**src/rtl/io_7seg_display.sv**
```systemverilog
// io_7seg_display: memory-mapped I/O responder at $80-$84 (hex digits, switches, digit mask, LEDs)
// plus a time-multiplexed driver for an active-low 4-digit 7-segment display.
// Latency: stores land 1 cycle after the we edge; display outputs are registered (1 cycle behind idx).
// Backpressure: none; every access completes in a single cycle with no wait states.
//
// Ports:
//   clk, rst_n        system clock, asynchronous active-low reset
//   addr, wdata, we   CPU data bus (LDS/STS); rdata/hit are combinational from addr
//   sw                asynchronous board switches, read back through a 2-flop synchronizer at $81
//   led               LED register ($83)
//   seg, dp, an       active-low segments {g..a}, decimal point (always off), one-hot digit anodes
//
// Optional feature: define IO7SEG_MASK_EN to implement the $82 digit-enable mask.
// Without it $82 reads 0, ignores writes and all four digits are always lit in turn.

module io_7seg_display #(
    parameter int SCAN_DIV = 50000
) (
    input  logic       clk,
    input  logic       rst_n,
    input  logic [7:0] addr,
    input  logic [7:0] wdata,
    input  logic       we,
    output logic [7:0] rdata,
    output logic       hit,
    input  logic [7:0] sw,
    output logic [7:0] led,
    output logic [6:0] seg,
    output logic       dp,
    output logic [3:0] an
);

    localparam int CNT_W = (SCAN_DIV > 2) ? $clog2(SCAN_DIV) : 1;
    localparam logic [CNT_W-1:0] CNT_MAX = CNT_W'(SCAN_DIV - 1);

    localparam logic [7:0] A_DIG10 = 8'h80;
    localparam logic [7:0] A_SW    = 8'h81;
    localparam logic [7:0] A_MASK  = 8'h82;
    localparam logic [7:0] A_LED   = 8'h83;
    localparam logic [7:0] A_DIG32 = 8'h84;

    logic [7:0]       dig10;
    logic [7:0]       dig32;
    logic [7:0]       led_reg;
    logic [7:0]       sw_meta;
    logic [7:0]       sw_sync;
    logic [3:0]       mask_eff;
    logic [CNT_W-1:0] cnt;
    logic [1:0]       idx;
    logic [3:0]       cur_digit;
    logic             wr;

    // Active-low {g,f,e,d,c,b,a} pattern for one hex nibble.
    function automatic logic [6:0] hex_decode(input logic [3:0] d);
        logic [6:0] s;
        case (d)
            4'h0: s = 7'h40;
            4'h1: s = 7'h79;
            4'h2: s = 7'h24;
            4'h3: s = 7'h30;
            4'h4: s = 7'h19;
            4'h5: s = 7'h12;
            4'h6: s = 7'h02;
            4'h7: s = 7'h78;
            4'h8: s = 7'h00;
            4'h9: s = 7'h10;
            4'hA: s = 7'h08;
            4'hB: s = 7'h03;
            4'hC: s = 7'h46;
            4'hD: s = 7'h21;
            4'hE: s = 7'h06;
            default: s = 7'h0E;
        endcase
        return s;
    endfunction

    assign hit = (addr >= A_DIG10) && (addr <= A_DIG32);
    assign wr  = we && hit;
    assign led = led_reg;
    assign dp  = 1'b1;

    // Bus registers and the switch synchronizer.
    always_ff @(posedge clk or negedge rst_n) begin
        if (!rst_n) begin
            dig10   <= 8'h00;
            dig32   <= 8'h00;
            led_reg <= 8'h00;
            sw_meta <= 8'h00;
            sw_sync <= 8'h00;
        end else begin
            sw_meta <= sw;
            sw_sync <= sw_meta;
            if (wr && addr == A_DIG10) dig10   <= wdata;
            if (wr && addr == A_LED)   led_reg <= wdata;
            if (wr && addr == A_DIG32) dig32   <= wdata;
        end
    end

`ifdef IO7SEG_MASK_EN
    logic [3:0] mask_reg;

    always_ff @(posedge clk or negedge rst_n) begin
        if (!rst_n) begin
            mask_reg <= 4'hF;
        end else if (wr && addr == A_MASK) begin
            mask_reg <= wdata[3:0];
        end
    end

    assign mask_eff = mask_reg;
`else
    assign mask_eff = 4'hF;
`endif

    // Read mux; a same-cycle store is not yet visible, so the old value is returned.
    always_comb begin
        rdata = 8'h00;
        case (addr)
            A_DIG10: rdata = dig10;
            A_SW:    rdata = sw_sync;
`ifdef IO7SEG_MASK_EN
            A_MASK:  rdata = {4'h0, mask_eff};
`endif
            A_LED:   rdata = led_reg;
            A_DIG32: rdata = dig32;
            default: rdata = 8'h00;
        endcase
    end

    always_comb begin
        cur_digit = dig10[3:0];
        case (idx)
            2'd0: cur_digit = dig10[3:0];
            2'd1: cur_digit = dig10[7:4];
            2'd2: cur_digit = dig32[3:0];
            default: cur_digit = dig32[7:4];
        endcase
    end

    // Scan: cnt sets the dwell, idx picks the slot. an/seg are reloaded every cycle
    // from the current idx, so they trail idx by one cycle but keep the same dwell.
    always_ff @(posedge clk or negedge rst_n) begin
        if (!rst_n) begin
            cnt <= '0;
            idx <= 2'd0;
            an  <= 4'hF;
            seg <= 7'h7F;
        end else begin
            if (cnt == CNT_MAX) begin
                cnt <= '0;
                idx <= idx + 2'd1;
            end else begin
                cnt <= cnt + 1'b1;
            end
            // A disabled digit keeps its anode high for the whole slot.
            an  <= ~(4'b0001 << idx) | ~mask_eff;
            seg <= hex_decode(cur_digit);
        end
    end

endmodule

```
**config.mk**
```make
export PLATFORM = sky130hd
export DESIGN_NAME = io_7seg_display
export DESIGN_NICKNAME = d
export VERILOG_FILES = /design/src/rtl/io_7seg_display.sv
export SDC_FILE = /design/constraint.sdc
export NUM_CORES = 1
export LEC_CHECK = 0
export ABC_AREA = 1
export ABC_CLOCK_PERIOD_IN_PS = 2700
export CORE_MARGIN = 5
export CORE_UTILIZATION = 54
export CTS_CLUSTER_DIAMETER = 50
export CTS_CLUSTER_SIZE = 28
export DETAILED_ROUTE_END_ITERATION = 10
export HOLD_SLACK_MARGIN = 0.05
export PLACE_DENSITY = 0.82
export REMOVE_ABC_BUFFERS = 1
export SLEW_MARGIN = 20
export SYNTH_ARGS = -nofsm -noshare
export SYNTH_HDL_FRONTEND = slang
export SYNTH_SLANG_ARGS = --single-unit
```
**constraint.sdc**
```tcl
create_clock -name clk -period 2.7 [get_ports clk]
set_clock_uncertainty 0.1 [all_clocks]
set_input_delay 0.405 -clock clk [delete_from_list [all_inputs] [get_ports clk]]
set_output_delay 0.405 -clock clk [all_outputs]
set_load 0.05 [all_outputs]
```
==> results.yml, run 1 <==
floorplan:
  fp-row-count: 29
  core_area_mm2: 0.006350
  initial_core_util: 0.5531
  fp.dieH_um: 90.65
  dieArea_mm2: 0.008217
  io_pins: 56
  die_w_um: 90.65
clock_network:
  insertion_delay_ns: 0.35
  clock-sinks: 69
  cts_tree: "yes"
  post_cts_buffers: 0
  cts_root_buffer: "clkbuf_8"
  clock_path_buffers: 2
  clk_pin_slew_ns: 0.07
  cts-buffers-inserted: 9
  htree_levels: 3
layout:
  final_nets: 539
  nFillCells: 471
  n_antenna_cell: 0
  largest-register: "cnt"
  drive_gt1_frac: 0.1287
  area_growth_pct: 27.18
  largest_register_ffs: 16
sta:
  tightest_slew_ns: 0.6103
  finalCritPeriodShare: 0.9480
  rsz0062_at_grt: "false"
  timing.final.crit_period_ns: 2.560
  setup_viol: 0
  max_freq_mhz: 390.7
  relSlewSlack: 0.5909
  finalHoldViolCount: 0
  tns_ns: 0
  whs_ns: 0.2507
  slew_violations: 0
yosys:
  yosysMostFrequentCell: "nand2_1"
  synthTopCellsByArea: "dfrtp_1, nand2_1, dfstp_2, nand3_1, inv_1"
  synthFlopType: "dfrtp_1"
  synthSimpleGateAreaFrac: 0.3121
  synthTopCellsByCount: "nand2_1, inv_1, dfrtp_1, nand3_1, nor2_1"
  syn_area_mm2: 0.003512
  syn_inst: 438
  synth-seq-cells: 69
  synth_fa_ha_area_frac: 0.04275
  async_flop_share: 1.000
  synth_compound_area_frac: 0.05166
  yosys_warnings: 0
  synth-edff-count: 0
  synth_top_area_frac: 0.4133
  synth_top_family_by_area: "simple AND/OR/NAND/NOR gates"
  synth-seq-area-share: 0.4955
  synth_xor_area_frac: 0.01746
  yosysTopAreaCell: "dfrtp_1"
  synth.distinct_cells: 33
  synth.mux.area_fraction: 0
  synth.avg_cell_area_um2: 8.019
global_route:
  grt_max_degree: 45
  overflow: 0
  grt_pass1_wl_mm: 13.66
  grt_use_total: 0.2036
  grt_pass1_vias: 2885
  grt_antenna_before_repair: 0
run_status:
  outcome: "finished, final reports clean"
routing:
  wire_per_inst_um: 13.58
  drc: 0
  totalWireLength_mm: 7.906
  drtAntennaViolNets: 0
  drtIter0Drc: 211
  num_vias: 3058
  viasPerCell: 5.254
  dr.pass1.iters: 5
worst_setup_path:
  crit_arrival_ns: 2.05
  path_class: "in2out"
  endpoint_kind: "output port"
  r2r_slack_ns: 0.63
  critPathLaunch: "addr[1]"
  worstPathMaxFanout: 10
  cp.required_ns: 2.19
  r2r-start: "idx[0]"
  crit_path_start_kind: "primary input"
power:
  power.density_mw_per_mm2: 492.4
  p_leak_nw: 2.243
  ir_drop_uv: 396.5
place:
  place_hpwl_mm: 5.851
  gp_congestion: 0.8812
  port_buffers: 54
hold_path:
  hp-class: "reg2reg"
  min_from: "sw_meta[7]"
run:
  cap_violations: 0
-- cells in the final DEF (no fill, tap or decap), types with 3 or more instances in the layout --
master / n
nand2_1: 136
inv_1: 59
dfrtp_1: 58
nand3_1: 57
clkdlybuf4s50_1: 44
nor2_1: 38
ha_1: 12
dfstp_2: 11
buf_12: 11
o21ai_0: 10
clkbuf_8: 10
o21ai_2: 9
xor2_1: 6
nor3_1: 5
o21ai_1: 4
o21bai_1: 3
inv_2: 3
or2_2: 3
clkinvlp_4: 3
-- worst paths after layout --
path                                   end  cells past startpoint
worst max-delay path              rdata[0]                      9
worst min register to register  sw_sync[7]                      0
max in group asynchronous           seg[5]                      3
worst min-delay path            sw_sync[7]                      0
min in group asynchronous           led[4]                      2
worst max register to register      seg[4]                      9
-- cell families (layout without fill, tap and decap cells) --
family / count (synthesis) / in the layout
AND/OR/NAND/NOR: 251 / 251
buffers and inverters: 70 / 137
flip-flops: 69 / 69
AO/OA/AOI/OAI: 28 / 28
adder cells (fa/ha/maj): 12 / 12
XOR/XNOR: 7 / 7
other: 1 / 1
-- layer usage --
metal	vias to the layer above	GRT usage	part of all wire
li1	1486	-	-
met3	15	0.03250	0.059
met1	1466	0.2712	0.43
met5	-	0	0
met4	0	0.07692	0.017
met2	91	0.3329	0.50
-- through the flow --
step           setup slack [ns]  power [mW]  utilization  std cells  area [µm²]
2_1_floorplan            0.4783       1.232            -        430        3466
3_3_place_gp             0.2079       1.348       0.6682        565        4243
3_5_place_dp             0.1432       1.355       0.6682        565        4243
4_1_cts                  0.1314       2.215       0.7025        582        4461
5_1_grt                 0.02439       2.292       0.7034        582        4467
6_report                 0.1404       2.199       0.7034        582        4467
-- cell type report --
type,instances,area [µm²],share of cell area
inverter,62,232.7,0.05210
clock buffer,10,137.6,0.03081
multi-input combinational,299,1499,0.3356
sequential,69,1740,0.3896
clock inverter,6,70.07,0.01569
tap,77,96.34,0.02157
timing repair buffer,59,690.7,0.1546
-- timing repair --
| item | CTS | global route |
|---|---|---|
| hold buffers | 1 | 0 |
| resized for setup | 0 | 1 |
| hold endpoints to repair | 25 | 0 |
| setup endpoints to repair | 0 | 3 |
-- critical path: stages --
cell and delay [ns]:
clkdlybuf4s50_1 0.51, inv_2 0.12, nand2_2 0.09, nor3_4 0.40, nand3_1 0.14, nand2_1 0.09, inv_1 0.04, nand2_1 0.10
buf_12 0.14
-- where the power goes --
group	leakage (nW)	internal, mW	switching [mW]
sequential	0.869	1.08	0.0228
combinational	1.28	0.0888	0.148
clock	0.0951	0.456	0.407
No activity file was read; power rests on OpenSTA's default activity.
==> inputs of run 2 (changes only) <==
--- a/config.mk
+++ b/config.mk
@@ -12,7 +12,6 @@
 export CTS_CLUSTER_DIAMETER = 50
 export CTS_CLUSTER_SIZE = 28
 export DETAILED_ROUTE_END_ITERATION = 10
-export HOLD_SLACK_MARGIN = 0.05
 export PLACE_DENSITY = 0.82
 export REMOVE_ABC_BUFFERS = 1
 export SLEW_MARGIN = 20
==> results of run 2 <==
Same layout as run 1: the final DEF is identical, and so are final timing and power.
